===== config.mk =====
export PLATFORM = sky130hd
export DESIGN_NAME = frame_buf_ctrl
export DESIGN_NICKNAME = d
export VERILOG_FILES = /design/src/rtl/frame_buf_pkg.sv /design/src/rtl/frame_buf_ctrl_slot_state.sv /design/src/rtl/frame_buf_ctrl.sv
export SDC_FILE = /design/constraint.sdc
export NUM_CORES = 1
export LEC_CHECK = 0
export CORE_MARGIN = 1.5
export CORE_UTILIZATION = 35
export CTS_CLUSTER_DIAMETER = 150
export DETAILED_ROUTE_END_ITERATION = 6
export PLACE_DENSITY = 0.63
export RECOVER_POWER = 100
export SLEW_MARGIN = 20
export SYNTH_ARGS = -nofsm -noshare
export SYNTH_HDL_FRONTEND = slang
export SYNTH_SLANG_ARGS = --single-unit

===== constraint.sdc =====
create_clock -name clk -period 2.9 [get_ports clk]
set_input_delay 0.87 -clock clk [delete_from_list [all_inputs] [get_ports clk]]
set_output_delay 0.87 -clock clk [all_outputs]
set_load 0.005 [all_outputs]

===== src/rtl/frame_buf_pkg.sv =====
// frame_buf_pkg: frame size, address/pixel widths and per-buffer state type
package frame_buf_pkg;
    localparam int FRAME_PIXELS = 10000;
    localparam int ADDR_W = 20;
    localparam int PIX_W = 24;
    localparam logic [ADDR_W-1:0] LAST_ADDR = ADDR_W'(FRAME_PIXELS - 1);
    typedef enum logic [1:0] {EMPTY, FILLING, FULL, DRAINING} buf_state_e;
endpackage


===== src/rtl/frame_buf_ctrl_slot_state.sv =====
// fb_slot_state: EMPTY/FILLING/FULL/DRAINING tracker for one frame buffer
module fb_slot_state
    import frame_buf_pkg::*;
(
    input  logic       clk,
    input  logic       reset,
    input  logic       wr_fire_i,
    input  logic       wr_last_i,
    input  logic       rd_fire_i,
    input  logic       rd_last_i,
    output buf_state_e state_o
);
    buf_state_e state_q, state_d;
    // a slot is never written and read in the same cycle, so the two updates never collide
    always_comb begin
        state_d = wr_fire_i ? (wr_last_i ? FULL : FILLING) :
                  rd_fire_i ? (rd_last_i ? EMPTY : DRAINING) : state_q;
    end
    // state register
    always_ff @(posedge clk or negedge reset) begin
        if (!reset) state_q <= EMPTY;
        else        state_q <= state_d;
    end
    assign state_o = state_q;
endmodule


===== src/rtl/frame_buf_ctrl.sv =====
// frame_buf_ctrl: ping-pong frame buffer controller; define FRAME_REPEAT_EN to replay the current frame on underrun
module frame_buf_ctrl
    import frame_buf_pkg::*;
(
    input  logic              clk,
    input  logic              reset,
    input  logic              wr_valid,
    input  logic [31:0]       wr_data,
    output logic              wr_ready,
    input  logic              rd_req,
    output logic              rd_ready,
    input  logic [PIX_W-1:0]  rd_data1,
    input  logic [PIX_W-1:0]  rd_data2,
    output logic [PIX_W-1:0]  pix_out,
    output logic              pix_valid,
    output logic              WE1,
    output logic              RE1,
    output logic              Buf1Empty,
    output logic [ADDR_W-1:0] Addr1,
    output logic              WE2,
    output logic              RE2,
    output logic              Buf2Empty,
    output logic [ADDR_W-1:0] Addr2,
    output logic [31:0]       WData
);
    logic                   run_q, wsel_q, wsel_d, rsel_q, rsel_d, pv_q, psel_q;
    logic [ADDR_W-1:0]      wcnt_q, wcnt_d, rcnt_q, rcnt_d;
    logic [1:0][ADDR_W-1:0] addr_q, addr_d;
    logic [1:0]             we_q, we_d, re_q, re_d, writable;
    logic [31:0]            wdata_q, wdata_d;
    logic                   wr_acc, rd_acc, wr_last, rd_last, rd_swap;
    buf_state_e             st [2];

    for (genvar i = 0; i < 2; i++) begin : g_slot
        fb_slot_state u_slot (
            .clk       (clk),
            .reset     (reset),
            .wr_fire_i (we_d[i]),
            .wr_last_i (wr_last),
            .rd_fire_i (re_d[i]),
            .rd_last_i (rd_swap),
            .state_o   (st[i])
        );
        assign writable[i] = (st[i] == EMPTY) || (st[i] == FILLING);
    end

    // run_q holds the ready outputs low until the first edge after reset release
    assign wr_ready = run_q & writable[wsel_q];
    assign rd_ready = run_q & ~writable[rsel_q];
    assign wr_acc   = wr_valid & wr_ready;
    assign rd_acc   = rd_req & rd_ready;
    assign wr_last  = wcnt_q == LAST_ADDR;
    assign rd_last  = rcnt_q == LAST_ADDR;
    assign we_d     = wr_acc ? (wsel_q ? 2'b10 : 2'b01) : 2'b00;
    assign re_d     = rd_acc ? (rsel_q ? 2'b10 : 2'b01) : 2'b00;
`ifdef FRAME_REPEAT_EN
    // replay this buffer at frame end unless the other one is full or completing its last write now
    assign rd_swap  = rd_last & ((st[~rsel_q] == FULL) | (we_d[~rsel_q] & wr_last));
`else
    assign rd_swap  = rd_last;
`endif

    // next-state for counters, buffer selects and the buffer-side command registers
    always_comb begin
        wcnt_d  = wr_acc ? (wr_last ? '0 : wcnt_q + 1'b1) : wcnt_q;
        rcnt_d  = rd_acc ? (rd_last ? '0 : rcnt_q + 1'b1) : rcnt_q;
        wsel_d  = wsel_q ^ (wr_acc & wr_last);
        rsel_d  = rsel_q ^ (rd_acc & rd_swap);
        wdata_d = wr_acc ? wr_data : wdata_q;
        for (int b = 0; b < 2; b++)
            addr_d[b] = we_d[b] ? wcnt_q : re_d[b] ? rcnt_q : addr_q[b];
    end

    // registers; the pv/psel stage covers the buffer's one-cycle registered read
    always_ff @(posedge clk or negedge reset) begin
        if (!reset) begin
            run_q   <= 1'b0;
            wsel_q  <= 1'b0;
            rsel_q  <= 1'b0;
            wcnt_q  <= '0;
            rcnt_q  <= '0;
            we_q    <= '0;
            re_q    <= '0;
            addr_q  <= '0;
            wdata_q <= '0;
            pv_q    <= 1'b0;
            psel_q  <= 1'b0;
        end else begin
            run_q   <= 1'b1;
            wsel_q  <= wsel_d;
            rsel_q  <= rsel_d;
            wcnt_q  <= wcnt_d;
            rcnt_q  <= rcnt_d;
            we_q    <= we_d;
            re_q    <= re_d;
            addr_q  <= addr_d;
            wdata_q <= wdata_d;
            pv_q    <= |re_q;
            psel_q  <= re_q[1];
        end
    end

    assign WE1       = we_q[0];
    assign WE2       = we_q[1];
    assign RE1       = re_q[0];
    assign RE2       = re_q[1];
    assign Addr1     = addr_q[0];
    assign Addr2     = addr_q[1];
    assign WData     = wdata_q;
    assign Buf1Empty = writable[0];
    assign Buf2Empty = writable[1];
    assign pix_valid = pv_q;
    assign pix_out   = pv_q ? (psel_q ? rd_data2 : rd_data1) : '0;
endmodule


==> results.md, run 1 <==
* Outcome: finished, violations left
* Failing checks: capacitance limit, slew limit
* Worst R2R Path Depth at 5
* Leak pwr at 4.22 nW
* Largest net degree at the start of global routing at 50
* Crit path DAT at 1.90 ns
* Post-Syn Instances at 620
* Fmax at 361 MHz
* Site Rows at 47
* Ys async rst share at 1.00
* Most frequent cells in the layout: nand2_1 (180), dfrtp_1 (123), dlygate4sd3_1 (99), clkdlybuf4s50_1 (64), mux2i_1 (46)
* First-pass GRT wire length at 26900 um
* Area Overhead vs Synth at 44.8%
* Slew headroom at -0.346
* Hold buffers post-CTS at 0
* PortBufs at 188
* Clk root buf: clkbuf_16
* Antenna Nets Post-Route at 0
* Synth unique cells at 42
* Worst slack at placement at -0.0574 ns
* FF-to-FF End: g_slot[1].u_slot.state_o[1]
* Commonest non-fill, non-tap cell in the layout: nand2_1
* Share of cells above drive strength 1 at 0.0584
* Initial drt markers at 361
* Routed vias/inst at 4.96
* # IOs at 189
* Yosys top cell area share at 0.527
* Critical path class: input port to primary output
* Vias in the first global route at 5197
* CP max FO at 1
* Clock Tree Buf Depth at 2
* Hold EP: psel_q
* Maximum VDD drop at 0.374 mV
* Startpoint types: input port
* Unrepaired setup endpoints after global routing: no
* Post-Syn Area at 5840 um2
* Nets@finish at 896
* Syn nets at 706
* Wire length on met2 at 7800 um
* Met1 WL at 6970 um
* PD cells at 499 nW/um2
* Number of enable flip-flop cells after synthesis at 0
* Sequential share of the synthesized area at 0.527
* Dominant cell type by area after synthesis: dfrtp_1
* Period utilization at 0.955
* Core area at 16400 um2
* Via count at 5171
* CTS buffer count at 17
* Setup repair bufs after CTS at 0
* Drt drc at 0
* CTS resizes at 18
* Gpl congestion at 0.869
* Hold depth at 0
* Die height at 132 um
* DR WL met3 at 1460 um
* Htree depth at 4
* DRT Pass-1 Iters at 5
* Post-synth top flop: dfrtp_1
* R2R Setup Slk at 0.36 ns
* Worst hold path class: register to register
* Fin crit period at 2.77 ns
* Initial core utilization at 0.356
* Yosys reg bits at 123
* Die X at 132 um
* Antenna diodes at 0
* CTS tree: built
* Grt total ovfl at 0
* HP Start: re_q[1]
* Hpwl dp at 11800 um
* Slew @ Worst Pin at 2.02 ns
* Worst clock skew at 0.00808 ns
* WL/cell at 15.8 um
* Yosys warning count at 0
* All-Layer GR Usage at 0.195
* Clock latency on the worst-skew pair at 0.42 ns
* Maximum Capacitance Violations at 1
* Crit end category: primary output
* Slew Viols, Final at 36
* Avg Inst Size Synth at 9.41 um2
* Clock Sinks at 123
* DR top layer: met4
* Final WL at 16500 um
* Final setup viols at 0
* Final Hold Viols at 0
* Clk slew on worst S/H paths at 0.05 ns
* Worst path required time at 2.03 ns
* Die ar. at 17500 um2
* Final worst slack at 0.130 ns
* R2R Path Start: rcnt_q[4]
* Finished Core Util at 0.515
* Initial antenna violation count at 0
* Top post-synthesis cells by area: dfrtp_1 (53%), nand2_1 (12%), mux2i_1 (7.9%), xnor2_1 (2.9%), nor2b_1 (2.7%)
## worst max-delay path, cell delays in order
cell and delay (ns):
dlygate4sd3_1 0.56, mux2i_1 0.15, nor2b_1 0.06, dlygate4sd2_1 0.26
## through the flow
stage                     cell area, um2  total power [mW]  setup TNS [ns]  hold slack (ns)  instances
after floorplan                     5840              2.00               0            0.389        620
after global placement              8010              2.29          -0.251            0.379       1011
after detailed placement            8010              2.30          -0.354            0.392       1011
after CTS                           8540              4.28               0            0.404       1042
after global routing                8450              4.38               0            0.411       1042
final                               8450              4.22               0            0.389       1042
## final cells by class
| cell class | count | area, um2 |
|---|---|---|
| repair buffers | 208 | 1990 |
| multi-input cells | 454 | 2530 |
| clock inverters | 8 | 67.6 |
| fillers | 1491 | 7960 |
| well taps | 220 | 275 |
| inverters | 6 | 22.5 |
| flip-flops and latches | 123 | 3080 |
| clock buffers | 23 | 488 |
## registers in the layout (all words and copies together) (netlist names)
signal,flops
Addr1,20
Addr2,20
WData,32
g_slot.u_slot.state_o,2
pix_valid,1
psel_q,1
rcnt_q,20
re_q,2
rsel_q,1
run_q,1
wcnt_q,20
we_q,2
wsel_q,1
## worst max path at each step
stage,from,to,slack [ns]
floorplan,psel_q,pix_out[10],0.70
global placement,rd_data1[2],pix_out[2],-0.04
detailed placement,rd_data2[4],pix_out[4],-0.06
CTS,rd_data2[11],pix_out[11],0.004
global route,reset,Addr2[16],0.03
finish,rd_data1[13],pix_out[13],0.13
## kinds of logic after synthesis
family / Yosys count / synth area share
compound gates: 65 / 0.0626
xor+xnor: 29 / 0.0448
fa+ha+maj: 2 / 0.00429
buf+inv: 43 / 0.0300
flops: 123 / 0.527
mux: 47 / 0.0808
other cells: 1 / 0.000643
simple gates: 310 / 0.249
## synthesized netlist by cell type, types with 2 or more instances
| library cell | instances |
|---|---|
| or4_4 | 3 |
| nor2b_1 | 25 |
| a21o_1 | 2 |
| o211ai_1 | 2 |
| buf_2 | 5 |
| dfrtp_1 | 123 |
| or3_1 | 4 |
| mux2i_1 | 46 |
| a31oi_1 | 20 |
| o21ai_1 | 5 |
| nand2_1 | 180 |
| and3_1 | 11 |
| and4_1 | 3 |
| ha_1 | 2 |
| nand3_1 | 14 |
| or4_1 | 2 |
| nor4_1 | 5 |
| xnor2_1 | 19 |
| a21oi_1 | 8 |
| buf_1 | 2 |
| nor2_1 | 32 |
| nand4_1 | 13 |
| clkbuf_1 | 29 |
| xor2_1 | 9 |
| o21ai_0 | 26 |
| nor3_1 | 6 |
| and2_1 | 4 |
| inv_1 | 6 |
## per-layer routing
metal	track usage	vias up
met5	0	-
met4	0.0667	0
met3	0.0715	22
li1	-	2460
met2	0.324	230
met1	0.234	2459
## power breakdown
group          switching, mW  internal [mW]
Combinational          0.136          0.221
Clock                  0.733           1.25
Sequential            0.0907           1.78
(Power assumes the default switching activity.)
==> run 2, diff against run 1 <==
- CELL_PAD_IN_SITES_DETAIL_PLACEMENT: default -> 0
- CELL_PAD_IN_SITES_GLOBAL_PLACEMENT: default -> 1
- PLACE_DENSITY: 0.63 -> 0.81
==> run 2 against run 1 <==
  * The run now ends clean
  * Clock power rose by 12%
  * Hold slack better by 0.0074 ns
  * Setup slack got worse by 0.013 ns
  * Count of clock-buffer cells in the layout decreased by 3
  * Final area rose by 0.50%
  * Critical path type unchanged
  * Total power is 5.7% higher
  * Sequential power about the same
  * Die area is the same
==> results.md, run 2 (same netlist as run 1, synthesis figures left out) <==
* Clock Tree Buf Depth at 2 (unchanged)
* Setup TNS at 0 ns (unchanged)
* CTS tree: built
* Fmax at 359 MHz (-0.45%)
* Flop pwr share at 0.421 (-0.023)
* Die X at 132 um (unchanged)
* Clock Sinks at 123 (unchanged)
* Grt total ovfl at 0 (unchanged)
* Layout Cells excl Fill at 1043 (+0.096%)
* Worst slack at placement at -0.0517 ns (+0.00571 ns)
* Largest net degree at the start of global routing at 46 (-8.0%)
* Period utilization at 0.959 (+0.00434)
* Final setup viols at 0 (unchanged)
* Crit end category: primary output
* PD cells at 524 nW/um2 (+5.2%)
* Maximum VDD drop at 0.353 mV (-5.6%)
* Htree depth at 4 (unchanged)
* Clock latency on the worst-skew pair at 0.42 ns (about the same)
* All-Layer GR Usage at 0.189 (-0.00629)
* WL/cell at 15.5 um (-2.4%)
* Outcome: complete, no violations
* Nets@finish at 897 (+0.11%)
* Unrepaired setup endpoints after global routing: no
* Site Rows at 47 (unchanged)
* Worst path required time at 2.03 ns (about the same)
* Clk root buf: clkbuf_16
* Area Overhead vs Synth at 45.6%
* Gpl congestion at 0.862 (-0.79%)
* Critical path class: input port to primary output
* Crit path DAT at 1.91 ns (about the same)
* Final WL at 16100 um (-2.3%)
* Commonest non-fill, non-tap cell in the layout: nand2_1
* Pint at 3.47 mW (+6.7%)
* Drt drc at 0 (unchanged)
* Hpwl dp at 11700 um (-1.5%)
* Die ar. at 17500 um2 (unchanged)
* Initial core utilization at 0.356 (unchanged)
* Most frequent cells in the layout: nand2_1 (180), dfrtp_1 (122), dlygate4sd3_1 (100), clkdlybuf4s50_1 (63), mux2i_1 (46)
* Fillers at 1471 (-1.3%)
* Clk slew on worst S/H paths at 0.06 ns (about the same)
* Initial drt markers at 285 (-21%)
* DRT Pass-1 Iters at 4 (-1)
* Final Hold Viols at 0 (unchanged)
* Placed Cells at 1012 (+0.099%)
* First-pass GRT wire length at 26400 um (-1.9%)
* P_sw at 0.983 mW (+2.4%)
* Initial antenna violation count at 0 (unchanged)
* Share of cells above drive strength 1 at 0.0535 (-0.00493)
* Slew @ Worst Pin at 1.13 ns (-0.892 ns)
* Worst hold path class: register to register
* Startpoint types: input port
* PortBufs at 188 (unchanged)
* Max reg flops at 32 (unchanged)
* Comb pwr share at 0.078 (-0.007)
* Final worst slack at 0.118 ns (-0.0126 ns)
* # IOs at 189 (unchanged)
* Vias in the first global route at 5101 (-1.8%)
* Maximum Capacitance Violations at 0 (-1)
* Fin crit period at 2.78 ns (+0.0126 ns)
* CTS buffer count at 17 (unchanged)
* Leak pwr at 4.22 nW (+0.14%)
* Antenna Nets Post-Route at 0 (unchanged)
* Slew headroom at 0.249 (+0.595)
* Slew Viols, Final at 0 (-100%)
* CP max FO at 1 (unchanged)
* Via count at 5111 (-1.2%)
* Core area at 16400 um2 (unchanged)
* Clock power frac at 0.501 (+0.030)
* Die height at 132 um (unchanged)
* Antenna diodes at 0 (unchanged)
* Worst clock skew at 0.00781 ns (-0.000273 ns)
* Routed vias/inst at 4.90 (-1.3%)
* Switching Share at 0.221 (-0.00709)
run 2: cell types whose count changed in the layout (fill, tap and decap cells not counted), moves of 2 or more:
cell       delta
clkbuf_8      -2
clkinv_4      +3
clkbuf_1      +6
bufinv_16     +3
buf_4         -4
clkinv_2      -3
buf_2         -2
run 2: final timing paths:
| kind | slack (ns) | cells past startpoint | startpoint | end |
|---|---|---|---|---|
| setup / recovery | 0.12 | 4 | rd_data2[19] | pix_out[19] |
| hold / removal | 0.40 | 0 | re_q[1] | psel_q |
| setup reg to reg | 0.56 | 5 | rcnt_q[4] | g_slot[1].u_slot.state_o[1] |
| hold reg to reg | 0.40 | 0 | re_q[1] | psel_q |
| max in group asynchronous | 0.74 | 2 | reset | WData[26] |
| min in group asynchronous | 0.67 | 1 | reset | WData[16] |
run 2: area by class of cell:
class / instances / area (um2) / area share
clock buffers: 20 / 457 / 0.0538
clock inverters: 11 / 169 / 0.0199
inverters: 6 / 22.5 / 0.00265
multi-input cells: 454 / 2530 / 0.298
flip-flops and latches: 123 / 3080 / 0.362
well taps: 220 / 275 / 0.0324
repair buffers: 209 / 1960 / 0.230
run 2: stage by stage:
stage | hold slack (ns) | cell area [um2] | util | total power, mW
2_1_floorplan | 0.389 | 5840 | - | 2.00
3_3_place_gp | 0.394 | 8020 | 0.489 | 2.29
3_5_place_dp | 0.396 | 8020 | 0.489 | 2.30
4_1_cts | 0.409 | 8620 | 0.525 | 4.54
5_1_grt | 0.417 | 8490 | 0.518 | 4.63
6_report | 0.396 | 8490 | 0.518 | 4.46
run 2: critical path, cell delays in order:
cell	delay, ns
dlygate4sd3_1	0.56
mux2i_1	0.16
nor2b_1	0.06
dlygate4sd2_1	0.26
run 2: layer usage:
metal / GRT usage / vias to the layer above / wire length (um)
met5: 0 / - / 0
met4: 0.0531 / 0 / 159
met3: 0.0669 / 16 / 1350
met2: 0.314 / 210 / 7730
met1: 0.232 / 2420 / 6870
li1: - / 2465 / -
run 2: power by group through the flow:
| stage | Clock, mW | Combinational (mW) | Sequential, mW |
|---|---|---|---|
| 2_1_floorplan | 0 | 0.142 | 1.86 |
| 5_1_grt | 2.36 | 0.382 | 1.88 |
| 4_1_cts | 2.28 | 0.391 | 1.87 |
| 6_report | 2.23 | 0.348 | 1.87 |
| 3_5_place_dp | 0 | 0.396 | 1.90 |
| 3_3_place_gp | 0 | 0.388 | 1.90 |
run 2: repair_timing:
action / in CTS / in global routing
hold endpoints to repair: 0 / 0
setup endpoints to repair: 19 / 6
hold buffers: 0 / 0
buffers inserted: 0 / 0
gates resized for setup: 19 / 7
